$ cat src/rtl/alu_ctrl_pkg.sv
// Shared definitions for the ALU control sequencer: FSM states, opcodes that
// match the ALU's FN table, and instruction field positions.
package alu_ctrl_pkg;

  typedef enum logic [2:0] {
    IDLE  = 3'd0,
    FETCH = 3'd1,
    T1    = 3'd2,
    T2    = 3'd3,
    T3    = 3'd4
  } state_t;

  localparam logic [3:0] LOAD = 4'b0000;
  localparam logic [3:0] MOV  = 4'b0001;
  localparam logic [3:0] ADD  = 4'b0010;
  localparam logic [3:0] SUB  = 4'b0011;
  localparam logic [3:0] INV  = 4'b0100;
  localparam logic [3:0] FLP  = 4'b0101;
  localparam logic [3:0] AND  = 4'b0110;
  localparam logic [3:0] OR   = 4'b0111;
  localparam logic [3:0] XOR  = 4'b1000;
  localparam logic [3:0] LSL  = 4'b1001;
  localparam logic [3:0] LSR  = 4'b1010;
  localparam logic [3:0] ASR  = 4'b1011;

  localparam int OPC_LSB = 6;
  localparam int RX_LSB  = 3;
  localparam int RY_LSB  = 0;

  function automatic logic is_alu_op(input logic [3:0] op);
    return (op >= ADD) && (op <= ASR);
  endfunction

  // INV and FLP take no second operand, so nothing drives the bus in T2.
  function automatic logic is_unary_op(input logic [3:0] op);
    return (op == INV) || (op == FLP);
  endfunction

endpackage

$ cat src/rtl/alu_ctrl_unit_reg_sel_dec.sv
// Binary-to-one-hot register select decoder with enable.
module reg_sel_dec #(
  parameter int NREG = 8
) (
  input  logic                    en,
  input  logic [$clog2(NREG)-1:0] sel,
  output logic [NREG-1:0]         onehot
);

  always_comb begin
    onehot = '0;
    if (en) onehot[sel] = 1'b1;
  end

endmodule

$ cat src/rtl/alu_ctrl_unit.sv
// Instruction sequencer driving ALU strobes and register enables over 1-4 steps.
// Optional ALU_CTRL_ERR_FLAG_EN adds a sticky ERR output for reserved opcodes.
module alu_ctrl_unit
  import alu_ctrl_pkg::*;
#(
  parameter int N    = 10,
  parameter int NREG = 8,
  parameter int FNW  = 4
) (
  input  logic            CLKb,
  input  logic            RST,
  input  logic [N-1:0]    INSTR,
  input  logic            PEXEC,
  output logic            IRin,
  output logic [FNW-1:0]  FN,
  output logic            Ain,
  output logic            Gin,
  output logic            Gout,
  output logic [NREG-1:0] Rin,
  output logic [NREG-1:0] Rout,
  output logic            DINout,
  output logic            DONE
`ifdef ALU_CTRL_ERR_FLAG_EN
  ,
  output logic            ERR
`endif
);

  localparam int SW = $clog2(NREG);

  state_t         state;
  logic [N-1:0]   ir;
  logic [3:0]     op;
  logic [SW-1:0]  rx, ry;
  logic           rin_en, rout_en;
  logic [SW-1:0]  rin_sel, rout_sel;

  assign op = ir[OPC_LSB +: 4];
  assign rx = ir[RX_LSB +: SW];
  assign ry = ir[RY_LSB +: SW];

  always_ff @(posedge CLKb or posedge RST) begin
    if (RST) begin
      state <= IDLE;
      ir    <= '0;
    end else begin
      case (state)
        IDLE:    if (PEXEC) state <= FETCH;
        FETCH: begin
          ir    <= INSTR;
          state <= T1;
        end
        T1:      state <= is_alu_op(op) ? T2 : IDLE;
        T2:      state <= T3;
        T3:      state <= IDLE;
        default: state <= IDLE;
      endcase
    end
  end

  // Moore decode: every strobe is a function of state and IR only.
  always_comb begin
    IRin     = 1'b0;
    FN       = '0;
    Ain      = 1'b0;
    Gin      = 1'b0;
    Gout     = 1'b0;
    DINout   = 1'b0;
    DONE     = 1'b0;
    rin_en   = 1'b0;
    rout_en  = 1'b0;
    rin_sel  = rx;
    rout_sel = ry;
    case (state)
      FETCH: IRin = 1'b1;
      T1: begin
        if (op == LOAD) begin
          DINout = 1'b1;
          rin_en = 1'b1;
          DONE   = 1'b1;
        end else if (op == MOV) begin
          rout_en = 1'b1;
          rin_en  = 1'b1;
          DONE    = 1'b1;
        end else if (is_alu_op(op)) begin
          rout_en  = 1'b1;
          rout_sel = rx;
          Ain      = 1'b1;
        end else begin
          DONE = 1'b1;
        end
      end
      T2: begin
        FN      = FNW'(op);
        Gin     = 1'b1;
        rout_en = !is_unary_op(op);
      end
      T3: begin
        FN     = FNW'(op);
        Gout   = 1'b1;
        rin_en = 1'b1;
        DONE   = 1'b1;
      end
      default: ;
    endcase
  end

  reg_sel_dec #(.NREG(NREG)) u_rin_dec (
    .en     (rin_en),
    .sel    (rin_sel),
    .onehot (Rin)
  );

  reg_sel_dec #(.NREG(NREG)) u_rout_dec (
    .en     (rout_en),
    .sel    (rout_sel),
    .onehot (Rout)
  );

`ifdef ALU_CTRL_ERR_FLAG_EN
  // Sticky until reset; latched on the edge that leaves T1 of a reserved op.
  always_ff @(posedge CLKb or posedge RST) begin
    if (RST) ERR <= 1'b0;
    else if (state == T1 && op > ASR) ERR <= 1'b1;
  end
`endif

endmodule

$ cat config.mk
export PLATFORM = sky130hd
export DESIGN_NAME = alu_ctrl_unit
export DESIGN_NICKNAME = d
export VERILOG_FILES = /design/src/rtl/alu_ctrl_pkg.sv /design/src/rtl/alu_ctrl_unit_reg_sel_dec.sv /design/src/rtl/alu_ctrl_unit.sv
export SDC_FILE = /design/constraint.sdc
export NUM_CORES = 1
export LEC_CHECK = 0
export CAP_MARGIN = 20
export CORE_MARGIN = 2
export CORE_UTILIZATION = 43
export DETAILED_ROUTE_END_ITERATION = 12
export PLACE_DENSITY = 0.83
export SLEW_MARGIN = 20
export SYNTH_ARGS = -nofsm -noshare
export SYNTH_HDL_FRONTEND = slang
export SYNTH_SLANG_ARGS = --single-unit
$ cat constraint.sdc
create_clock -name CLKb -period 5.4 [get_ports CLKb]
set_input_delay 1.62 -clock CLKb [delete_from_list [all_inputs] [get_ports CLKb]]
set_output_delay 1.62 -clock CLKb [all_outputs]
set_load 0.02 [all_outputs]
# After elaboration in Yosys (flattened, before gate mapping)

Cells that the tools add are included.
W data, S select, Z words.

Register bits after elaboration: 13
Bits of input ports: 13
Output and inout port bits: 26

Order comparisons: 6
Equality and inequality tests: 8
Multiplexer cells: 33
Reductions and logical operators: 8

Operator list:

| operator             | number |
|---|---|
| $mux W1              | 18 |
| $mux W8              | 2 |
| $mux W3              | 5 |
| $pmux W3 S4          | 1 |
| $eq A4 B3 Y1 const B | 2 |
| $lt A3 B4 Y1 const B | 2 |
| $demux W1 S3         | 2 |
| $eq A3 B2 Y1 const B | 2 |
| $ge A3 B1 Y1 const B | 2 |
| $pmux W1 S2          | 3 |
| $eq A4 B1 Y1 const B | 1 |
| $ge A4 B2 Y1 const B | 1 |
| $le A4 B4 Y1 const B | 1 |
| $logic_not A4 Y1     | 1 |
| $mux W4              | 1 |
| $eq A3 B1 Y1 const B | 1 |
| $eq A3 B3 Y1 const B | 1 |
| $logic_and A1 B1 Y1  | 3 |
| $logic_not A3 Y1     | 1 |
| $mux W2              | 1 |
| $ne A2 B2 Y1 const B | 1 |
| $reduce_or A2 Y1     | 1 |
| $logic_not A1 Y1     | 1 |
| $logic_or A1 B1 Y1   | 1 |

# Logic depth before layout (Yosys ltp)

Gate-level depths: netlist of the first run.

Depth after elaboration: 11
Mapped depth: 4
Gate-level depth less buffers: 4

# Modules after synthesis

A second synthesis of the first run with hierarchy kept.

Cell total of the unflattened synthesis: 80
Area, all modules: 908.4 µm²

By module, submodules not included:

| module        | times used | cells each | area an instance (µm²) | sequential area each (µm²) |
|---|---|---|---|---|
| alu_ctrl_unit | 1          | 64         | 718.2                  | 325.3 |
| reg_sel_dec   | 2          | 8          | 95.1                   | 0.0 |

# Worst setup path before layout of the first run

OpenSTA, ideal clock, no wires.

Path kind: reg-to-output
From: register ir[8]
To: output Rout[3]
Arrival time: 1826 ps
Slack: 1954 ps
Cell stages (with the launch flop): 5
Buffers on the path: 0
Cell sequence: dfrtp_1 -> or3_4 -> nand4b_4 -> mux2_2 -> nor3b_1

Cells in the longest elaborated chain, start to end: 11
Elaborated cells on any way between the ends: 23

Ends and longest elaborated chain:

| element                                                            | RTL line                        | source |
|---|---|---|
| start, declared                                                    | alu_ctrl_unit.sv:32             | `logic [N-1:0] ir;` |
| start signal, assigned                                             | alu_ctrl_unit.sv:45             | `ir <= '0;` |
| start signal, assigned                                             | alu_ctrl_unit.sv:50             | `ir <= INSTR;` |
| $ge A4 B2 Y1 or $le A4 B4 Y1 (tied branches)                       | alu_ctrl_pkg.sv:31              | `return (op >= ADD) && (op <= ASR);` |
| $logic_and A1 B1 Y1                                                | alu_ctrl_pkg.sv:31              |  |
| $mux W3                                                            | alu_ctrl_unit.sv:85             | `end else if (is_alu_op(op)) begin` |
| $mux W3                                                            | alu_ctrl_unit.sv:81             | `end else if (op == MOV) begin` |
| $mux W3                                                            | alu_ctrl_unit.sv:77             | `if (op == LOAD) begin` |
| $mux W3                                                            | alu_ctrl_unit.sv:74             | `case (state)` |
| $lt A3 B4 Y1 (implied by the code) or $ge A3 B1 Y1 (tied branches) | alu_ctrl_unit_reg_sel_dec.sv:12 | `if (en) onehot[sel] = 1'b1;` |
| $logic_and A1 B1 Y1 (implied by the code)                          | alu_ctrl_unit_reg_sel_dec.sv:12 |  |
| $mux W1 (implied by the code)                                      | alu_ctrl_unit_reg_sel_dec.sv:12 |  |
| $demux W1 S3                                                       | -                               |  |
| $mux W8 (*)                                                        | alu_ctrl_unit_reg_sel_dec.sv:12 |  |
| end, declared                                                      | alu_ctrl_unit.sv:20             | `output logic [NREG-1:0] Rout,` |

Mark *: on every way between the ends. The rest lies on a longest branch, timed or not.

# Worst setup path after layout of the first run

From: register state[0]
To: output Rout[7]

Cells in the longest elaborated chain, start to end: 7
Elaborated cells on any way between the ends: 10

Ends and longest elaborated chain:

| element                                                            | RTL line                        | source |
|---|---|---|
| start, declared                                                    | alu_ctrl_unit.sv:31             | `state_t state;` |
| start signal, assigned                                             | alu_ctrl_unit.sv:53             | `T1: state <= is_alu_op(op) ? T2 : IDLE;` |
| $eq A3 B2 Y1                                                       | alu_ctrl_unit.sv:74             |  |
| $mux W3                                                            | alu_ctrl_unit.sv:74             |  |
| $lt A3 B4 Y1 (implied by the code) or $ge A3 B1 Y1 (tied branches) | alu_ctrl_unit_reg_sel_dec.sv:12 |  |
| $logic_and A1 B1 Y1 (implied by the code)                          | alu_ctrl_unit_reg_sel_dec.sv:12 |  |
| $mux W1 (implied by the code)                                      | alu_ctrl_unit_reg_sel_dec.sv:12 |  |
| $demux W1 S3                                                       | -                               |  |
| $mux W8 (*)                                                        | alu_ctrl_unit_reg_sel_dec.sv:12 |  |

Marks and branches as above.

==> qor.json, run 1 <==
{
  "run_status": {
    "run_status": "finished, final reports clean"
  },
  "power_and_ir_drop": {
    "power.density_cell_area_mw_per_mm2": 529,
    "vdd.ir_drop.worst_mv": 0.394,
    "cellLeakagePower_uw": 0.000498
  },
  "timing": {
    "final.min_clock_period_ns": 4.15,
    "clock_skew_ns": 0.00162,
    "drv_slew": 0,
    "fmax_mhz": 241,
    "worst_hold_margin_ns": 0.504,
    "timing.max_slew.rel_slack_pct": 35.7,
    "timing.final.hold_violations": 0,
    "tightestPinTransition_ns": 0.957,
    "report.final.setup_viol": 0,
    "setup_tns_ns": 0,
    "rsz_0062_raised_after_global_routing": "false",
    "post-route-period-util_pct": 76.9,
    "timing.final.ws_setup_ns": 1.25
  },
  "cts": {
    "clock_path_buffers": 2,
    "clk-insertion-delay-late_ns": 0.28,
    "cts.sinks": 13,
    "tritoncts": "built",
    "clk_root_buffer_cell": "sky130_fd_sc_hd__clkbuf_4",
    "cts_inserted_buffers": 3,
    "post_cts_buffers": 0,
    "post_cts.resized_instances": 0,
    "holdBufCountCts": 0,
    "clkSlewWorstSetupHoldPaths_ns": 0.08,
    "cts_htree_levels": 1
  },
  "worst_setup_path": {
    "setup.worst_path.start": "state[0]$_DFFE_PP0P_",
    "worstSetupPathType": "reg2out",
    "path_max_fanout": 13,
    "worst_r2r_startpoint": "state[0]$_DFFE_PP0P_",
    "worst_ep_required_time_ns": 3.78,
    "kind_of_end_point_of_the_critical_path": "primary output",
    "timing.critical_path.from_type": "register",
    "cp_data_arrival_time_ns": 2.53
  },
  "grt": {
    "globalRouteOverflowTotal": 0,
    "grtUsageMet3_pct": 3.77,
    "global_route.usage.met2_pct": 34.4,
    "use_met1_pct": 25.9,
    "gr-usage-all-layers_pct": 20.7,
    "grt_antenna_before_repair": 0,
    "first_global_vias": 705,
    "grt_first_pass_wirelength_um": 3220,
    "grt_start_max_net_pins": 14,
    "grt_busiest_layer": "met2"
  },
  "route": {
    "wl_per_cell_um": 13.5,
    "detail_route.wirelength_um": 2070,
    "vias": 771,
    "vias_per_cell": 5.04,
    "drt_pass1_iterations": 4,
    "drt-initial-drc-count": 12,
    "drc_errors": 0,
    "drt.antenna.violating_nets": 0
  },
  "place": {
    "dpl_worst_slack_ns": 1.59,
    "placement.io_buffers": 38,
    "hpwl_um": 1650,
    "routability_cong": 0.809
  },
  "synth": {
    "ys_warn_count": 0,
    "synthesis.instances": 87,
    "mappedNetlistNets": 100,
    "top_cells_by_area_in_the_synthesized_netlist": "sky130_fd_sc_hd__dfrtp_1 39%, sky130_fd_sc_hd__mux2_2 16%, sky130_fd_sc_hd__nor3_1 5.4%",
    "ys_seq_elements": 13,
    "synth.lib_cells_used.distinct": 24,
    "netlist_area_um2": 836,
    "synth_top_area_cell": "sky130_fd_sc_hd__dfrtp_1",
    "postSynthAreaPerCell_um2": 9.61,
    "seq_area_frac_synth_pct": 38.9,
    "synth.top_cell.area_share_pct": 38.9
  },
  "die": {
    "die_y_um": 48.1,
    "core-area_mm2": 0.00178,
    "floorplan.die_area_mm2": 0.00231,
    "starting_density_of_the_core_pct": 46.9,
    "design.portCount": 39,
    "placement_rows": 15,
    "die_w_um": 48.1
  },
  "hold_path": {
    "timing.hold.worst.class": "reg2reg",
    "hold_path.startpoint": "state[1]$_DFFE_PP0P_"
  },
  "final_layout": {
    "antenna_diode_count": 0,
    "area_delta_synth_final_pct": 51.9,
    "fin_nets": 142,
    "fin_util_pct": 71.2,
    "layout-drive-gt1-share_pct": 16.4
  },
  "job": {
    "number_of_max_cap_violations": 0
  }
}
-- routing by layer --
metal / share of wire [%] / vias up
met3: 3.5 / 4
met5: 0 / -
met1: 44 / 358
li1: - / 391
met4: 1.6 / 0
met2: 51 / 18
-- power by group --
group          switching (µW)  leakage (µW)  internal [µW]
registers                64.5      0.000156            146
clock network            33.3     0.0000177           27.5
logic                     194      0.000324            207
total                     292      0.000498            380
-- kinds of logic (layout without fill, tap and decap cells) --
| family | after synthesis | count (layout) | synth area share (%) |
|---|---|---|---|
| simple gates | 46 | 46 | 31.9 |
| mux | 14 | 14 | 19.2 |
| flops | 13 | 13 | 38.9 |
| compound gates | 8 | 8 | 6.74 |
| buf+inv | 6 | 47 | 3.29 |
-- synth_stat cells, drive strengths merged --
library cell	n
mux2i	1
nand4b	1
dfrtp	13
inv	4
and2b	1
or3	1
buf	2
nor2b	4
o21ai	1
and2	2
a211o	2
a21oi	2
nor3	9
o31ai	1
nor3b	5
nand2	7
mux2	13
nand2b	5
o21a	1
o41ai	1
nor2	10
or2b	1
-- sequential cells by signal, indices dropped and copies added, names as in the netlist --
signal / cells
state: 3
ir: 10
-- area by class of cell --
cell class | count | area [µm²]
Clock buffer | 3 | 22.5
Tap cell | 25 | 31.3
Inverter | 4 | 15.0
Fill cell | 137 | 513
Sequential cell | 13 | 325
Timing Repair Buffer | 39 | 388
Multi-Input combinational cell | 68 | 483
Clock inverter | 1 | 5.00
-- per-stage QoR --
| step | instance area (µm²) | total power (µW) | std cells |
|---|---|---|---|
| 3_5_place_dp | 1240 | 612 | 149 |
| 5_1_grt | 1270 | 719 | 153 |
| 4_1_cts | 1270 | 674 | 153 |
| 3_3_place_gp | 1240 | 596 | 149 |
| 2_1_floorplan | 836 | 476 | 87 |
| 6_report | 1270 | 671 | 153 |
-- cell usage in the layout (no fill, tap or decap), types with 2 or more instances in the layout --
cell type and instances:
sky130_fd_sc_hd__dfrtp_1 13, sky130_fd_sc_hd__inv_1 4, sky130_fd_sc_hd__and2_1 2, sky130_fd_sc_hd__nor3b_1 5
sky130_fd_sc_hd__mux2_2 12, sky130_fd_sc_hd__clkbuf_4 3, sky130_fd_sc_hd__nand2b_1 5, sky130_fd_sc_hd__a211o_1 2
sky130_fd_sc_hd__clkdlybuf4s50_1 38, sky130_fd_sc_hd__a21oi_1 2, sky130_fd_sc_hd__nor2_1 10, sky130_fd_sc_hd__nand2_1 7
sky130_fd_sc_hd__nor2b_1 4, sky130_fd_sc_hd__nor3_1 9
-- path summary, 6_finish.rpt --
check | endpoint | slack (ns) | depth (start not counted)
max | Rout[7] | 1.25 | 5
min in group asynchronous | ir[4]$_DFFE_PP0P_ | 1.66 | 2
max in group asynchronous | state[0]$_DFFE_PP0P_ | 3.41 | 2
max reg2reg | ir[1]$_DFFE_PP0P_ | 3.91 | 3
min reg2reg | state[0]$_DFFE_PP0P_ | 0.50 | 1
min | state[0]$_DFFE_PP0P_ | 0.50 | 1
-- critical path, stage by stage, from the launching register on --
cell,delay [ns]
sky130_fd_sc_hd__dfrtp_1,0.51
sky130_fd_sc_hd__nor3_1,0.18
sky130_fd_sc_hd__a21oi_1,0.06
sky130_fd_sc_hd__o31ai_1,0.78
sky130_fd_sc_hd__nor3b_1,0.12
sky130_fd_sc_hd__clkdlybuf4s50_1,0.59
Power figures use the tool's default switching activity.
==> run 2: changes to the inputs <==
Settings changed: CORE_UTILIZATION 43 to 40, PLACE_DENSITY 0.83 to 0.78.
Clock period 5.4 ns to 4.08 ns, I/O delays scaled along.
==> qor.json, run 2 (same netlist as run 1, synthesis figures left out) <==
{
  "hold_path": {
    "hold_depth": 1,
    "timing.hold.worst.class": "reg2reg"
  },
  "power_and_ir_drop": {
    "combPwrFrac_pct": 59.4,
    "seqPwrFrac_pct": 31.5,
    "switching_power_uw": 375,
    "power_switching_share_pct": 42.6,
    "cellLeakagePower_uw": 0.000498,
    "vdd.ir_drop.worst_mv": 0.372,
    "part_of_the_total_power_dissipated_in_the_clock_network_pct": 9.1,
    "cell_internal_pwr_uw": 505,
    "power.density_cell_area_mw_per_mm2": 690
  },
  "route": {
    "drc_errors": 0,
    "drt.antenna.violating_nets": 0,
    "drt_pass1_iterations": 4,
    "vias": 762,
    "drt-initial-drc-count": 12,
    "detail_route.wirelength_um": 1990,
    "wl_per_cell_um": 12.8,
    "vias_per_cell": 4.92
  },
  "timing": {
    "clock_skew_ns": 0.00373,
    "fmax_mhz": 267,
    "tightestPinTransition_ns": 0.926,
    "setup_tns_ns": 0,
    "drv_slew": 0,
    "timing.max_slew.rel_slack_pct": 37.7,
    "final.min_clock_period_ns": 3.74,
    "post-route-period-util_pct": 91.7,
    "timing.final.hold_violations": 0,
    "timing.final.ws_setup_ns": 0.338,
    "rsz_0062_raised_after_global_routing": "false",
    "report.final.setup_viol": 0
  },
  "place": {
    "placed_cell_area_mm2": 0.00125,
    "hpwl_um": 1630,
    "dpl_worst_slack_ns": 0.651,
    "dp_cells": 151,
    "routability_cong": 0.794,
    "placement.io_buffers": 38
  },
  "cts": {
    "holdBufCountCts": 0,
    "clkSlewWorstSetupHoldPaths_ns": 0.08,
    "cts_htree_levels": 1,
    "clk-insertion-delay-late_ns": 0.27,
    "clk_root_buffer_cell": "sky130_fd_sc_hd__clkbuf_4",
    "tritoncts": "built",
    "cts_inserted_buffers": 3,
    "post_cts.resized_instances": 0,
    "clock_path_buffers": 2,
    "post_cts_buffers": 0,
    "cts.sinks": 13
  },
  "final_layout": {
    "final_common_cell": "sky130_fd_sc_hd__clkdlybuf4s50_1",
    "layout-drive-gt1-share_pct": 16.4,
    "finish.instance_area_mm2": 0.00128,
    "largest_register": "ir",
    "area_delta_synth_final_pct": 52.7,
    "layout.cells.most_common_list": "38 x sky130_fd_sc_hd__clkdlybuf4s50_1, 13 x sky130_fd_sc_hd__dfrtp_1, 12 x sky130_fd_sc_hd__mux2_2",
    "final.fill_count": 184,
    "finalNonFillerCells": 155,
    "multiInputGateArea_um2": 488,
    "antenna_diode_count": 0,
    "fin_util_pct": 65.1,
    "max_reg_flops": 10,
    "largest_registers": "ir: 10 flops, state: 3 flops",
    "fin_nets": 142,
    "ff_latch_area_um2": 325
  },
  "die": {
    "core-area_mm2": 0.00196,
    "starting_density_of_the_core_pct": 42.6,
    "floorplan.die_area_mm2": 0.00247,
    "placement_rows": 16,
    "die_y_um": 49.7,
    "die_w_um": 49.7,
    "design.portCount": 39
  },
  "worst_setup_path": {
    "worstSetupPathType": "reg2out",
    "timing.critical_path.from_type": "register",
    "worst_ep_required_time_ns": 2.86,
    "cp_data_arrival_time_ns": 2.52,
    "r2r.worst_path.cells": 3,
    "kind_of_end_point_of_the_critical_path": "primary output",
    "path_max_fanout": 13
  },
  "job": {
    "number_of_max_cap_violations": 0
  },
  "grt": {
    "first_global_vias": 837,
    "grt_antenna_before_repair": 0,
    "grt_first_pass_wirelength_um": 3740,
    "grt_start_max_net_pins": 14,
    "globalRouteOverflowTotal": 0,
    "gr-usage-all-layers_pct": 19.7
  },
  "run_status": {
    "run_status": "finished, final reports clean"
  }
}
run 2: cell types whose count changed in the layout (fill, tap and decap cells not counted), sizes merged:
cell / previous run / this run
clkbuf: 3 / 4
clkinv: 1 / 0
run 2: power groups by stage:
stage	Sequential [µW]	Clock [µW]	Combinational [µW]
floorplan	249	0	381
global placement	275	0	516
detailed placement	281	0	527
CTS	278	82.9	528
global route	293	89.8	576
finish	277	80.1	523
run 2: final timing paths:
path / from / end / slack, ns
hold / removal: state[1]$_DFFE_PP0P_ / state[0]$_DFFE_PP0P_ / 0.52
setup / recovery: state[0]$_DFFE_PP0P_ / Rout[7] / 0.34
max in group asynchronous: RST / ir[5]$_DFFE_PP0P_ / 2.49
min in group asynchronous: RST / ir[8]$_DFFE_PP0P_ / 1.26
setup reg to reg: state[0]$_DFFE_PP0P_ / ir[0]$_DFFE_PP0P_ / 2.62
hold reg to reg: state[1]$_DFFE_PP0P_ / state[0]$_DFFE_PP0P_ / 0.52
run 2: area by class of cell:
class                   instances  area share, %
clock buffers                   4           2.06
repair buffers                 39           30.4
well taps                      27           2.65
flip-flops and latches         13           25.5
multi-input cells              68           38.2
inverters                       4           1.18
run 2: worst max-delay path, cell delays in order (launching register included):
cell                              delay [ns]
sky130_fd_sc_hd__dfrtp_1                0.50
sky130_fd_sc_hd__nor3_1                 0.19
sky130_fd_sc_hd__a21oi_1                0.06
sky130_fd_sc_hd__o31ai_1                0.76
sky130_fd_sc_hd__nor3b_1                0.13
sky130_fd_sc_hd__clkdlybuf4s50_1        0.58
run 2: metal layers:
layer	up-vias	wire, µm	GRT usage [%]
met5	-	0	0
met4	0	25	9.26
met3	4	65	3.33
met2	18	1040	33.6
met1	352	855	23.9
li1	388	-	-
run 2: metrics by stage:
stage	hold WS (ns)	total power, µW
detailed placement	0.518	807
CTS	0.528	889
global route	0.554	960
floorplan	0.460	630
finish	0.521	880
global placement	0.501	790
